**config.mk**
```make
export PLATFORM = sky130hd
export DESIGN_NAME = input_conditioner
export DESIGN_NICKNAME = d
export VERILOG_FILES = /design/src/rtl/input_conditioner.sv
export SDC_FILE = /design/constraint.sdc
export NUM_CORES = 1
export LEC_CHECK = 0
export ABC_CLOCK_PERIOD_IN_PS = 2050
export CELL_PAD_IN_SITES_DETAIL_PLACEMENT = 1
export CELL_PAD_IN_SITES_GLOBAL_PLACEMENT = 2
export CORE_MARGIN = 4
export CORE_UTILIZATION = 35
export CTS_CLUSTER_SIZE = 8
export DETAILED_ROUTE_END_ITERATION = 8
export PLACE_DENSITY_LB_ADDON = 0.1
export SYNTH_ARGS = -nofsm -noshare
export SYNTH_HDL_FRONTEND = slang
export SYNTH_SLANG_ARGS = --single-unit
```
**constraint.sdc**
```tcl
create_clock -name clock -period 2.05 [get_ports clock]
set_input_delay 0.41 -clock clock [delete_from_list [all_inputs] [get_ports clock]]
set_output_delay 0.41 -clock clock [all_outputs]
set_load 0.005 [all_outputs]
```
**src/rtl/input_conditioner.sv**
```systemverilog
// input_conditioner
//   Cleans the board's raw push-buttons and switch bank before the core samples
//   them. Both buttons are synchronized and debounced. Each accepted enter
//   press produces a one-cycle enter_pulse and snapshots the switches. Each
//   accepted interruption press sets a sticky int_pending flag.
//
// Ports
//   clock           in   1      divided system clock, rising edge
//   reset           in   1      asynchronous, active-low
//   enter_n         in   1      raw enter button, active-low, asynchronous
//   interruption_n  in   1      raw interruption button, active-low, asynchronous
//   switches        in   WIDTH  raw switch bank, asynchronous
//   int_ack         in   1      core acknowledge; clears int_pending
//   enter_pulse     out  1      one-cycle strobe per accepted enter press
//   switches_data   out  WIDTH  switches captured at the last accepted enter press
//   int_pending     out  1      sticky interrupt request, held until int_ack
//   busy            out  1      either button channel is mid-debounce

// debounce_fsm
//   One button channel. It takes an already synchronized active-low level
//   and emits press_evt for one cycle when a press has been stable long enough.
//
// Ports
//   clock      in   1  rising-edge clock
//   reset      in   1  asynchronous, active-low
//   sync_in    in   1  synchronized button level (0 = pressed)
//   press_evt  out  1  combinational; high in the cycle before the edge that accepts a press
//   busy       out  1  channel is in a debounce state
//
// state  | meaning
// IDLE   | stable released level, waiting for a low sample
// DEB_DN | low seen, counting stable low cycles
// HELD   | press accepted, waiting for a high sample
// DEB_UP | high seen, counting stable high cycles
module debounce_fsm #(
   parameter int DEBOUNCE_CYCLES = 4,
   parameter int CNT_W           = 3
) (
   input  logic clock,
   input  logic reset,
   input  logic sync_in,
   output logic press_evt,
   output logic busy
);

   typedef enum logic [1:0] {IDLE, DEB_DN, HELD, DEB_UP} state_t;

   // The timer is a down-counter that holds the remaining stable cycles.
   // It is loaded on entry to a debounce state, and the channel moves on
   // at the edge where the count is already zero. That gives exactly
   // DEBOUNCE_CYCLES edges in the debounce state. When DEBOUNCE_CYCLES
   // is 1, the channel still spends one edge there.
   localparam logic [CNT_W-1:0] LOAD = CNT_W'(DEBOUNCE_CYCLES - 1);
   localparam logic [CNT_W-1:0] ONE  = CNT_W'(1);

   state_t           state_q, state_d;
   logic [CNT_W-1:0] cnt_q, cnt_d;

   always_ff @(posedge clock or negedge reset) begin
      if (!reset) begin
         state_q <= IDLE;
         cnt_q   <= '0;
      end else begin
         state_q <= state_d;
         cnt_q   <= cnt_d;
      end
   end

   always_comb begin
      state_d   = state_q;
      cnt_d     = cnt_q;
      press_evt = 1'b0;
      case (state_q)
         IDLE: begin
            if (!sync_in) begin
               state_d = DEB_DN;
               cnt_d   = LOAD;
            end
         end
         DEB_DN: begin
            if (sync_in) begin
               state_d = IDLE;
               cnt_d   = '0;
            end else if (cnt_q == '0) begin
               state_d   = HELD;
               press_evt = 1'b1;
            end else begin
               cnt_d = cnt_q - ONE;
            end
         end
         HELD: begin
            if (sync_in) begin
               state_d = DEB_UP;
               cnt_d   = LOAD;
            end
         end
         DEB_UP: begin
            if (!sync_in) begin
               state_d = HELD;
               cnt_d   = '0;
            end else if (cnt_q == '0) begin
               state_d = IDLE;
            end else begin
               cnt_d = cnt_q - ONE;
            end
         end
         default: begin
            state_d = IDLE;
            cnt_d   = '0;
         end
      endcase
   end

   assign busy = (state_q == DEB_DN) || (state_q == DEB_UP);

endmodule

module input_conditioner #(
   parameter int WIDTH           = 15,
   parameter int DEBOUNCE_CYCLES = 4,
   parameter int CNT_W           = 3
) (
   input  logic             clock,
   input  logic             reset,
   input  logic             enter_n,
   input  logic             interruption_n,
   input  logic [WIDTH-1:0] switches,
   input  logic             int_ack,
   output logic             enter_pulse,
   output logic [WIDTH-1:0] switches_data,
   output logic             int_pending,
   output logic             busy
);

   logic             enter_meta_q, enter_sync_q;
   logic             intr_meta_q, intr_sync_q;
   logic [WIDTH-1:0] sw_meta_q, sw_sync_q;

   // Button synchronizers reset to the released level. A button that is
   // still held when reset is removed is then seen as a fresh press.
   always_ff @(posedge clock or negedge reset) begin
      if (!reset) begin
         enter_meta_q <= 1'b1;
         enter_sync_q <= 1'b1;
         intr_meta_q  <= 1'b1;
         intr_sync_q  <= 1'b1;
         sw_meta_q    <= '0;
         sw_sync_q    <= '0;
      end else begin
         enter_meta_q <= enter_n;
         enter_sync_q <= enter_meta_q;
         intr_meta_q  <= interruption_n;
         intr_sync_q  <= intr_meta_q;
         sw_meta_q    <= switches;
         sw_sync_q    <= sw_meta_q;
      end
   end

   logic enter_evt, enter_busy;
   logic intr_evt, intr_busy;

   debounce_fsm #(
      .DEBOUNCE_CYCLES(DEBOUNCE_CYCLES),
      .CNT_W          (CNT_W)
   ) u_enter_deb (
      .clock    (clock),
      .reset    (reset),
      .sync_in  (enter_sync_q),
      .press_evt(enter_evt),
      .busy     (enter_busy)
   );

   debounce_fsm #(
      .DEBOUNCE_CYCLES(DEBOUNCE_CYCLES),
      .CNT_W          (CNT_W)
   ) u_intr_deb (
      .clock    (clock),
      .reset    (reset),
      .sync_in  (intr_sync_q),
      .press_evt(intr_evt),
      .busy     (intr_busy)
   );

   logic             enter_pulse_q, enter_pulse_d;
   logic [WIDTH-1:0] switches_data_q, switches_data_d;
   logic             int_pending_q, int_pending_d;

   always_comb begin
      enter_pulse_d   = enter_evt;
      switches_data_d = enter_evt ? sw_sync_q : switches_data_q;
      // If a new press and int_ack arrive together, the new press wins.
      int_pending_d   = intr_evt | (int_pending_q & ~int_ack);
   end

   always_ff @(posedge clock or negedge reset) begin
      if (!reset) begin
         enter_pulse_q   <= 1'b0;
         switches_data_q <= '0;
         int_pending_q   <= 1'b0;
      end else begin
         enter_pulse_q   <= enter_pulse_d;
         switches_data_q <= switches_data_d;
         int_pending_q   <= int_pending_d;
      end
   end

   assign enter_pulse   = enter_pulse_q;
   assign switches_data = switches_data_q;
   assign int_pending   = int_pending_q;
   assign busy          = enter_busy | intr_busy;

endmodule
```
Word-level counts from Yosys, hierarchy flattened --
Index checks and enable logic that the tools add are counted. Widths: inputs -> output; s select.
Cells by class: add/subtract/negate cells 2, equal/unequal tests 14, multiplexer cells 32, bitwise operators 4, reductions and logical operators 10
Operators by type and width (number):
- $mux 3 | 10
- $mux 2 | 12
- $pmux 3 s4 | 2
- $pmux 2 s4 | 2
- $ne 3x2->1 const B | 4
- $eq 2x2->1 const B | 4
- $ne 2x2->1 const B | 4
- $reduce_and 4->1 | 2
- $logic_not 3->1 | 2
- $mux 1 | 6
- $sub 3x1->3 const B | 2
- $eq 2x1->1 const B | 2
- $logic_not 2->1 | 2
- $reduce_and 2->1 | 2
- $logic_or 1x1->1 | 2
- $or 1x1->1 | 2
- $and 1x1->1 | 1
- $not 1->1 | 1
Storage, ports and cells: register bits after elaboration 61, input port bits 20, output and inout port bits 18, logic and storage cells 75

Depth between registers and ports, before layout --
Gate-level depths: netlist of run 1.
word-level depth 5, mapped depth 7, gate-level depth less buffers 5

Modules after synthesis --
Synthesis of run 1 repeated with hierarchy kept, for this count alone.
Unflattened totals: cells, all modules 129, area total of the unflattened synthesis 2094.5 um^2
Modules (own cells, without submodules):
- input_conditioner | instances 1, cells an instance 71, area an instance 1536.5 um^2, seq. area each 1281.2 um^2
- debounce_fsm at u_intr_deb | instances 1, cells an instance 29, area an instance 281.5 um^2, seq. area each 125.1 um^2
- debounce_fsm at u_enter_deb | instances 1, cells an instance 29, area an instance 276.5 um^2, seq. area each 125.1 um^2

Worst setup path before layout of run 1 --
OpenSTA, ideal clock, no wires.
kind flip-flop to flip-flop, start point register u_enter_deb.cnt_q[0], end point register switches_data_q[0], in the netlist switches_data[0], library setup time 0.125 ns, arrival time 1.593 ns, data required time 1.925 ns, slack 0.332 ns, stages on the path, launching flop included 8, path buffers 2, period minus slack after synthesis 1.718 ns, path through dfrtp_1 inv_1 ha_1 nand3b_2 or3_1 buf_6 buf_12 mux2_4
On the way: longest elaborated chain between the ends 4
Ends and longest elaborated chain:
- from (decl) | line 57 | logic [CNT_W-1:0] cnt_q, cnt_d;
- from (signal assigned) | line 65 | cnt_q <= cnt_d;
- $logic_not 3->1 | line 84 | end else if (cnt_q == '0) begin
- $mux 1 | line 84
- $mux 1 | line 81 | if (sync_in) begin
- $mux 1 | line 73 | case (state_q)
- to (signal assigned) | line 202 | switches_data_q <= switches_data_d;
- to (decl) | line 185 | logic [WIDTH-1:0] switches_data_q, switches_data_d;
Every way passes these cells. A chain may end at the register's enable or synchronous reset.

Worst setup path in the final report of run 1 --
start point register u_enter_deb.state_q[0], end point output port busy
On the way: longest elaborated chain between the ends 3, elaborated cells on any way between the ends 4, those cells by class eq/ne: 2; bitwise: 1; reduce/logical: 1
Ends and longest elaborated chain:
- from (decl) | line 56 | state_t state_q, state_d;
- from (signal assigned) | line 64 | state_q <= state_d;
- $eq 2x1->1 / $eq 2x2->1 (equally long branches) | line 114 | assign busy = (state_q == DEB_DN) || (state_q == DEB_UP);
- $logic_or 1x1->1 * | line 114
- $or 1x1->1 * | line 210 | assign busy = enter_busy | intr_busy;
- to (decl) | line 132 | output logic busy
Every way passes the cells marked *; elsewhere a longest branch is shown, timed or not.

==> results.tsv, run 1 <==
stage	metric	value	unit
route	Met1 Wirelength	1470	um
route	DR WL/cell	14.6	um
timing	fin crit share	0.955	
critical_path	Critical Path AT	1550	ps
synth	most frequent cell after synthesis	dfrtp_1	
route	highest routed layer	met4	
synth	Primary FF master, synth	dfrtp_1	
layout	fin cells	251	
synth	syn nets	150	
cts	CTS Buf Count	9	
cts	TritonCTS clock tree	yes	
synth	Yosys reg bits	61	
synth	synth cell count leaders	57 x dfrtp_1, 9 x inv_1, 9 x mux2_4	
flow_run	max-capacitance violation count	0	
layout	Reg area	1530	um2
synth	synthesized area	2070	um2
cts	Post-CTS Resized	0	
synth	cell taking the most area after synthesis	dfrtp_1	
critical_path	worst stage delay on the critical path	460	ps
synth	Synth cell types	25	
layout	Filler cells	553	
cts	worst skew pair latency	330	ps
floorplan	starting density of the core	0.368	
timing	relative slew slack	0.787	
timing	max-slew violation count	0	
timing	fmax	0.511	GHz
cts	hold buffer count at cts	0	
synth	ys async rst share	1.00	
layout	fraction of layout cells with a size suffix above 1	0.218	
run_status	status	completed	
route	overall routed net length	3660	um
floorplan	core area	5640	um2
floorplan	num ports	38	
cts	Setup Buffers After CTS	0	
synth	Avg Inst Size Synth	16.5	um2
timing	Worst Tran Pin Value	320	ps
power	Pwr Density	1390	nW/um2
critical_path	crit-path cells	or2_2 > clkdlybuf4s50_1	
place	Buffers on Ports	37	
route	antenna-violating nets left	0	
timing	Final WS setup	92.9	ps
layout	Final #Nets	198	
layout	final core occ	0.478	
critical_path	startpoint types	flop	
power	sequential share of power	0.457	
power	Leak	1.24	nW
synth	post-synth top area share	0.688	
place	DP Wirelength	2470	um
global_route	largest net degree at the start of global routing	62	
cts	CTS Sinks	61	
power	worst vdd ir	0.000501	V
place	dpl ws	265	ps
layout	final instance area	2700	um2
route	met3 wire len	276	um
route	# DRC	0	
critical_path	crit path max fanout	7	
global_route	first-pass GRT wire length	6510	um
route	DR pass1 iterations	3	
power	clock power share	0.242	
route	Vias	1142	
floorplan	Die W	85.0	um
global_route	overall routing resource usage	0.120	
route	vias per cell	4.55	
synth	EDFF count, synth	0	
power	Comb power frac	0.301	
global_route	Congestion Overflow GR	0	
critical_path	CP endpoint kind	output pin	
place	gp weighted congestion	0.775	
timing	Finish-stage setup viols	0	
critical_path	CP max-delay cell	dfrtp_1	
timing	setup TNS	0	ps
cts	root buf cell	clkbuf_8	
critical_path	Req. time, crit path	1640	ps
power	P_int	2.67	mW
place	dpl cells	235	
global_route	vias in the first global route	1358	
place	Placement Cell Area	2530	um2
floorplan	Site Rows	27	
timing	Worst Skew	5.09	ps
cts	Reg clk slew, reported paths	60	ps
cts	worst-case clock buffer depth	2	
layout	area of the multi-input gates	478	um2
synth	cells after synthesis	126	
critical_path	crit-path leading delay family	flip-flops	
layout	synthesis-to-finish area growth	29.9	%
floorplan	Chip Height	85.0	um
power	sw power	1.07	mW
cts	H-Tree Depth	3	
route	WL met2	1860	um
route	initial detailed-routing violation count	34	
synth	sequential share of the synthesized area	0.738	
power	Sw Ratio	0.285	
worst_hold_path	Tightest Hold Check Type	in2async	
synth	top post-synthesis cells by area	dfrtp_1 69%, mux2_4 6.5%, dfstp_2 5.1%, mux2_2 3.3%, ha_1 2.4%	
synth	synth warn	0	
layout	Ant. Diodes	0	
timing	endpoints failing hold	0	
global_route	initial antenna violation count	0	
timing	post-layout min period	1960	ps
critical_path	Critical Setup Path Class	reg2out	
critical_path	CP bufs+invs	1	
floorplan	die area	7220	um2
timing	RSZ-0062 raised after global routing	false	
## area by class of cell
type | count | area share
Clock buffer | 11 | 0.0525
Clock inverter | 5 | 0.0102
Inverter | 9 | 0.0125
Multi-Input combinational cell | 54 | 0.177
Sequential cell | 61 | 0.568
Tap cell | 72 | 0.0334
Timing Repair Buffer | 39 | 0.146
## metrics by stage
stage          total power [mW]  hold WS (ps)
3_3_place_gp               2.80           333
2_1_floorplan              2.31           114
6_report                   3.74          88.3
5_1_grt                    4.01          86.0
3_5_place_dp               2.88           336
4_1_cts                    3.82          80.4
## cell usage in the layout (no fill, tap or decap)
cell type,instances
o22ai_1,2
clkdlybuf4s50_1,36
ha_1,4
o21ai_0,6
nor2b_1,1
xor2_1,2
o32ai_1,1
buf_2,1
clkbuf_8,10
dfrtp_1,57
clkinv_2,4
or2_2,1
clkinvlp_4,1
mux2i_1,1
dfstp_2,4
nand3b_2,1
and2b_1,1
nor2_1,1
nor3b_1,1
mux2_2,6
mux2_4,9
inv_1,9
a2bb2oi_1,4
a21oi_1,3
or3_1,1
nand3b_1,1
clkbuf_1,1
xnor2_1,2
nand2_1,6
buf_4,1
buf_12,1
## path summary, 6_finish.rpt
path	start	endpoint	slack [ps]	depth (start not counted)
max	u_enter_deb.state_q[0]	busy	90	2
min	reset	switches_data[13]	90	2
max reg2reg	u_enter_deb.cnt_q[0]	switches_data[11]	260	6
min reg2reg	sw_meta_q[4]	sw_sync_q[4]	350	0
max in group asynchronous	reset	enter_meta_q	1660	2
min in group clock	sw_meta_q[4]	sw_sync_q[4]	350	0
## cell families after synthesis
| kind of cell | after synthesis | synth area share |
|---|---|---|
| AOI/OAI and AO/OA | 16 | 0.0489 |
| buffers and inverters | 11 | 0.0314 |
| DFF | 61 | 0.738 |
| xor gates and xnor gates | 4 | 0.0169 |
| adders and majority gates | 4 | 0.0241 |
| muxes | 16 | 0.103 |
| and+or+nand+nor | 14 | 0.0380 |
## power by group through the flow
stage | Clock, mW | Sequential [mW] | Combinational [mW]
floorplan | 0 | 1.69 | 0.622
global placement | 0 | 1.72 | 1.09
detailed placement | 0 | 1.73 | 1.14
CTS | 0.953 | 1.72 | 1.15
global route | 1.02 | 1.76 | 1.24
finish | 0.906 | 1.71 | 1.13
## flip-flops by register name, summed over array words and instances (netlist names), named ones only
name,cells
u_intr_deb.cnt_q,3
enter_sync_q,1
sw_meta_q,15
intr_meta_q,1
u_enter_deb.state_q,1
enter_pulse,1
u_intr_deb.state_q,1
u_enter_deb.cnt_q,3
sw_sync_q,15
intr_sync_q,1
int_pending,1
enter_meta_q,1
switches_data,15
## routing by layer
layer,vias up,track usage
met5,-,0
met1,586,0.129
li1,514,-
met3,7,0.0680
met4,0,0.0475
met2,35,0.194
(Power assumes the default switching activity.)
==> run 2, diff against run 1 <==
--- a/config.mk
+++ b/config.mk
@@ -13,6 +13,8 @@
 export CTS_CLUSTER_SIZE = 8
 export DETAILED_ROUTE_END_ITERATION = 8
 export PLACE_DENSITY_LB_ADDON = 0.1
+export SLEW_MARGIN = 20
 export SYNTH_ARGS = -nofsm -noshare
 export SYNTH_HDL_FRONTEND = slang
+export SYNTH_HIERARCHICAL = 1
 export SYNTH_SLANG_ARGS = --single-unit
==> results.tsv, run 2 <==
stage	metric	value	unit	change
synth	cell taking the most area after synthesis	dfrtp_1		
power	Comb power frac	0.292		-0.009
critical_path	crit-path cells	or2_2 > clkdlybuf4s50_1		
worst_hold_path	Tightest Hold Check Type	in2async		
synth	post-synth top area share	0.681		-0.00657
critical_path	Critical Setup Path Class	reg2out		
critical_path	crit-path leading delay family	flip-flops		
cts	TritonCTS clock tree	yes		
floorplan	Site Rows	27		unchanged
synth	Primary FF master, synth	dfrtp_1		
timing	fin crit share	0.947		-0.00789
layout	Final #Nets	199		+0.51%
synth	syn nets	153		+2.0%
timing	max-slew violation count	0		unchanged
power	sequential share of power	0.443		-0.014
flow_run	max-capacitance violation count	0		unchanged
power	sw power	1.09	mW	+2.0%
route	Vias	1105		-3.2%
route	initial detailed-routing violation count	31		-8.8%
synth	Yosys reg bits	61		unchanged
global_route	overall routing resource usage	0.112		-0.00782
synth	cells after synthesis	129		+2.4%
critical_path	CP bufs+invs	1		unchanged
critical_path	r2r setup slk	300	ps	+40 ps
power	total chip power	3.86	mW	+3.1%
synth	Synth cell types	27		+8.0%
synth	ys async rst share	1.00		unchanged
critical_path	Reg2Reg Depth	6		unchanged
synth	sequential share of the synthesized area	0.731		-0.00706
critical_path	Req. time, crit path	1640	ps	about the same
timing	Worst Skew	8.94	ps	+3.85 ps
critical_path	Critical Path AT	1530	ps	-20 ps
timing	Finish-stage setup viols	0		unchanged
power	worst vdd ir	0.000615	V	+23%
global_route	Congestion Overflow GR	0		unchanged
global_route	vias in the first global route	1325		-2.4%
layout	fraction of layout cells with a size suffix above 1	0.222		+0.00435
cts	worst-case clock buffer depth	2		unchanged
cts	CTS Sinks	61		unchanged
synth	Avg Inst Size Synth	16.2	um2	-1.4%
route	overall routed net length	3570	um	-2.2%
layout	most frequent cells in the layout	57 x dfrtp_1, 36 x clkdlybuf4s50_1, 10 x mux2_4, 9 x clkbuf_8, 7 x inv_1		
layout	Reg area	1530	um2	unchanged
timing	post-layout min period	1940	ps	-16.2 ps
synth	synth warn	6		+6
critical_path	crit path max fanout	7		unchanged
power	Pwr Density	1410	nW/um2	+1.6%
synth	top post-synthesis cells by area	dfrtp_1 68%, mux2_4 7.2%, dfstp_2 5.0%, mux2_2 2.7%, ha_1 2.4%		
place	Buffers on Ports	37		unchanged
layout	Filler cells	552		-0.18%
critical_path	end of the worst register-to-register path	switches_data[3]		
timing	Worst Tran Pin Value	433	ps	+113 ps
cts	Post-CTS Resized	0		unchanged
cts	Reg clk slew, reported paths	70	ps	about the same
global_route	first-pass GRT wire length	6320	um	-3.0%
layout	Ant. Diodes	0		unchanged
timing	fmax	0.515	GHz	+0.83%
cts	CTS Buf Count	9		unchanged
synth	most frequent cell after synthesis	dfrtp_1		
layout	synthesis-to-finish area growth	30.6	%	
floorplan	die area	7290	um2	+0.88%
floorplan	starting density of the core	0.371		+0.00355
place	DP Wirelength	2480	um	+0.47%
layout	most common cell after layout, fill and taps aside	dfrtp_1		
critical_path	worst stage delay on the critical path	470	ps	about the same
critical_path	RR Startpoint	u_enter_deb/cnt_q[0]		
power	P_int	2.77	mW	+3.6%
timing	setup TNS	0	ps	unchanged
floorplan	num ports	38		unchanged
route	# DRC	0		unchanged
cts	Setup Buffers After CTS	0		unchanged
power	Sw Ratio	0.282		-0.00320
timing	relative slew slack	0.712		-0.0753
critical_path	CP endpoint kind	output pin		
route	vias per cell	4.38		-3.6%
synth	synthesized area	2090	um2	+0.97%
floorplan	Die W	85.4	um	+0.44%
critical_path	startpoint types	flop		
critical_path	CP max-delay cell	dfrtp_1		
route	DR WL/cell	14.2	um	-2.6%
global_route	largest net degree at the start of global routing	45		-27%
cts	worst skew pair latency	330	ps	about the same
power	clock power share	0.265		+0.023
run_status	status	completed		
synth	EDFF count, synth	0		unchanged
timing	RSZ-0062 raised after global routing	false		
synth	synth cell count leaders	57 x dfrtp_1, 10 x mux2_4, 7 x inv_1, 6 x nand2_1, 5 x mux2_2		
cts	hold buffer count at cts	0		unchanged
global_route	initial antenna violation count	0		unchanged
cts	root buf cell	clkbuf_8		
cts	H-Tree Depth	3		unchanged
place	gp weighted congestion	0.689		-11%
timing	endpoints failing hold	0		unchanged
floorplan	core area	5640	um2	unchanged
route	antenna-violating nets left	0		unchanged
floorplan	Chip Height	85.4	um	+0.44%
layout	area of the multi-input gates	503	um2	+5.2%
power	Leak	1.23	nW	-0.82%
route	DR pass1 iterations	4		+1
run 2: cell count changes after synthesis, moves of 2 or more:
cell,previous run,this run
clkbuf_1,0,2
a2bb2oi_1,4,2
nor3_1,0,2
o21ai_0,6,4
a21o_1,0,2
inv_1,9,7
run 2: area by class of cell:
cell class	instances	area share
inverter	7	0.00961
clock inverter	6	0.0233
multi-input combinational	57	0.184
timing repair buffer	39	0.144
tap	72	0.0329
sequential	61	0.560
clock buffer	10	0.0467
run 2: logic make-up after synthesis:
| kind of cell | after synthesis | synth area share |
|---|---|---|
| AO/OA/AOI/OAI | 14 | 0.0430 |
| XOR/XNOR | 5 | 0.0209 |
| adder cells (fa/ha/maj) | 4 | 0.0239 |
| buffers and inverters | 11 | 0.0311 |
| flip-flops | 61 | 0.731 |
| multiplexers | 17 | 0.108 |
| AND/OR/NAND/NOR | 17 | 0.0418 |
run 2: power groups by stage:
stage                     Sequential [mW]  Clock [mW]  Combinational (mW)
after CTS                            1.72        1.06                1.16
after global routing                 1.75        1.11                1.24
after detailed placement             1.73           0                1.15
final                                1.71        1.02                1.13
after floorplan                      1.69           0               0.645
after global placement               1.72           0                1.10
run 2: worst max-delay path by stage:
stage	startpoint	endpoint	slack (ps)	cells past startpoint
final	u_enter_deb/state_q[0]	busy	110	2
after global routing	u_enter_deb/state_q[0]	busy	20	2
after detailed placement	u_enter_deb/cnt_q[0]	switches_data[3]	300	6
after CTS	u_enter_deb/state_q[0]	busy	80	2
after global placement	u_enter_deb/cnt_q[0]	switches_data[1]	380	6
after floorplan	u_enter_deb/cnt_q[0]	switches_data[10]	410	7
run 2: worst reg2reg max path: stages, from the launching register on:
cell      delay, ps
dfrtp_1         390
inv_1           110
ha_1            200
nand3b_1        140
nor3_2          130
buf_4           300
mux2_2          370
run 2: metal layers:
| metal | GRT usage | routed length [um] |
|---|---|---|
| met5 | 0 | 0 |
| met2 | 0.173 | 1800 |
| met3 | 0.0369 | 145 |
| met1 | 0.136 | 1580 |
| met4 | 0.0647 | 48 |
run 2: through the flow:
stage	cells	hold slack (ps)	setup WS (ps)	instance area [um2]	utilization
floorplan	129	114	412	2090	-
global placement	236	332	380	2540	0.451
detailed placement	236	336	297	2540	0.451
CTS	252	16.0	76.1	2740	0.485
global route	252	29.9	16.0	2740	0.485
finish	252	12.1	109	2740	0.485
==> run 3, diff against run 2 <==
--- a/config.mk
+++ b/config.mk
@@ -6,6 +6,7 @@
 export NUM_CORES = 1
 export LEC_CHECK = 0
 export ABC_CLOCK_PERIOD_IN_PS = 2050
+export CAP_MARGIN = 15
 export CELL_PAD_IN_SITES_DETAIL_PLACEMENT = 1
 export CELL_PAD_IN_SITES_GLOBAL_PLACEMENT = 2
 export CORE_MARGIN = 4
@@ -18,3 +19,4 @@
 export SYNTH_HDL_FRONTEND = slang
 export SYNTH_HIERARCHICAL = 1
 export SYNTH_SLANG_ARGS = --single-unit
+export TNS_END_PERCENT = 100
==> results of run 3 <==
Final layout, timing and power as in run 2 (identical DEF).
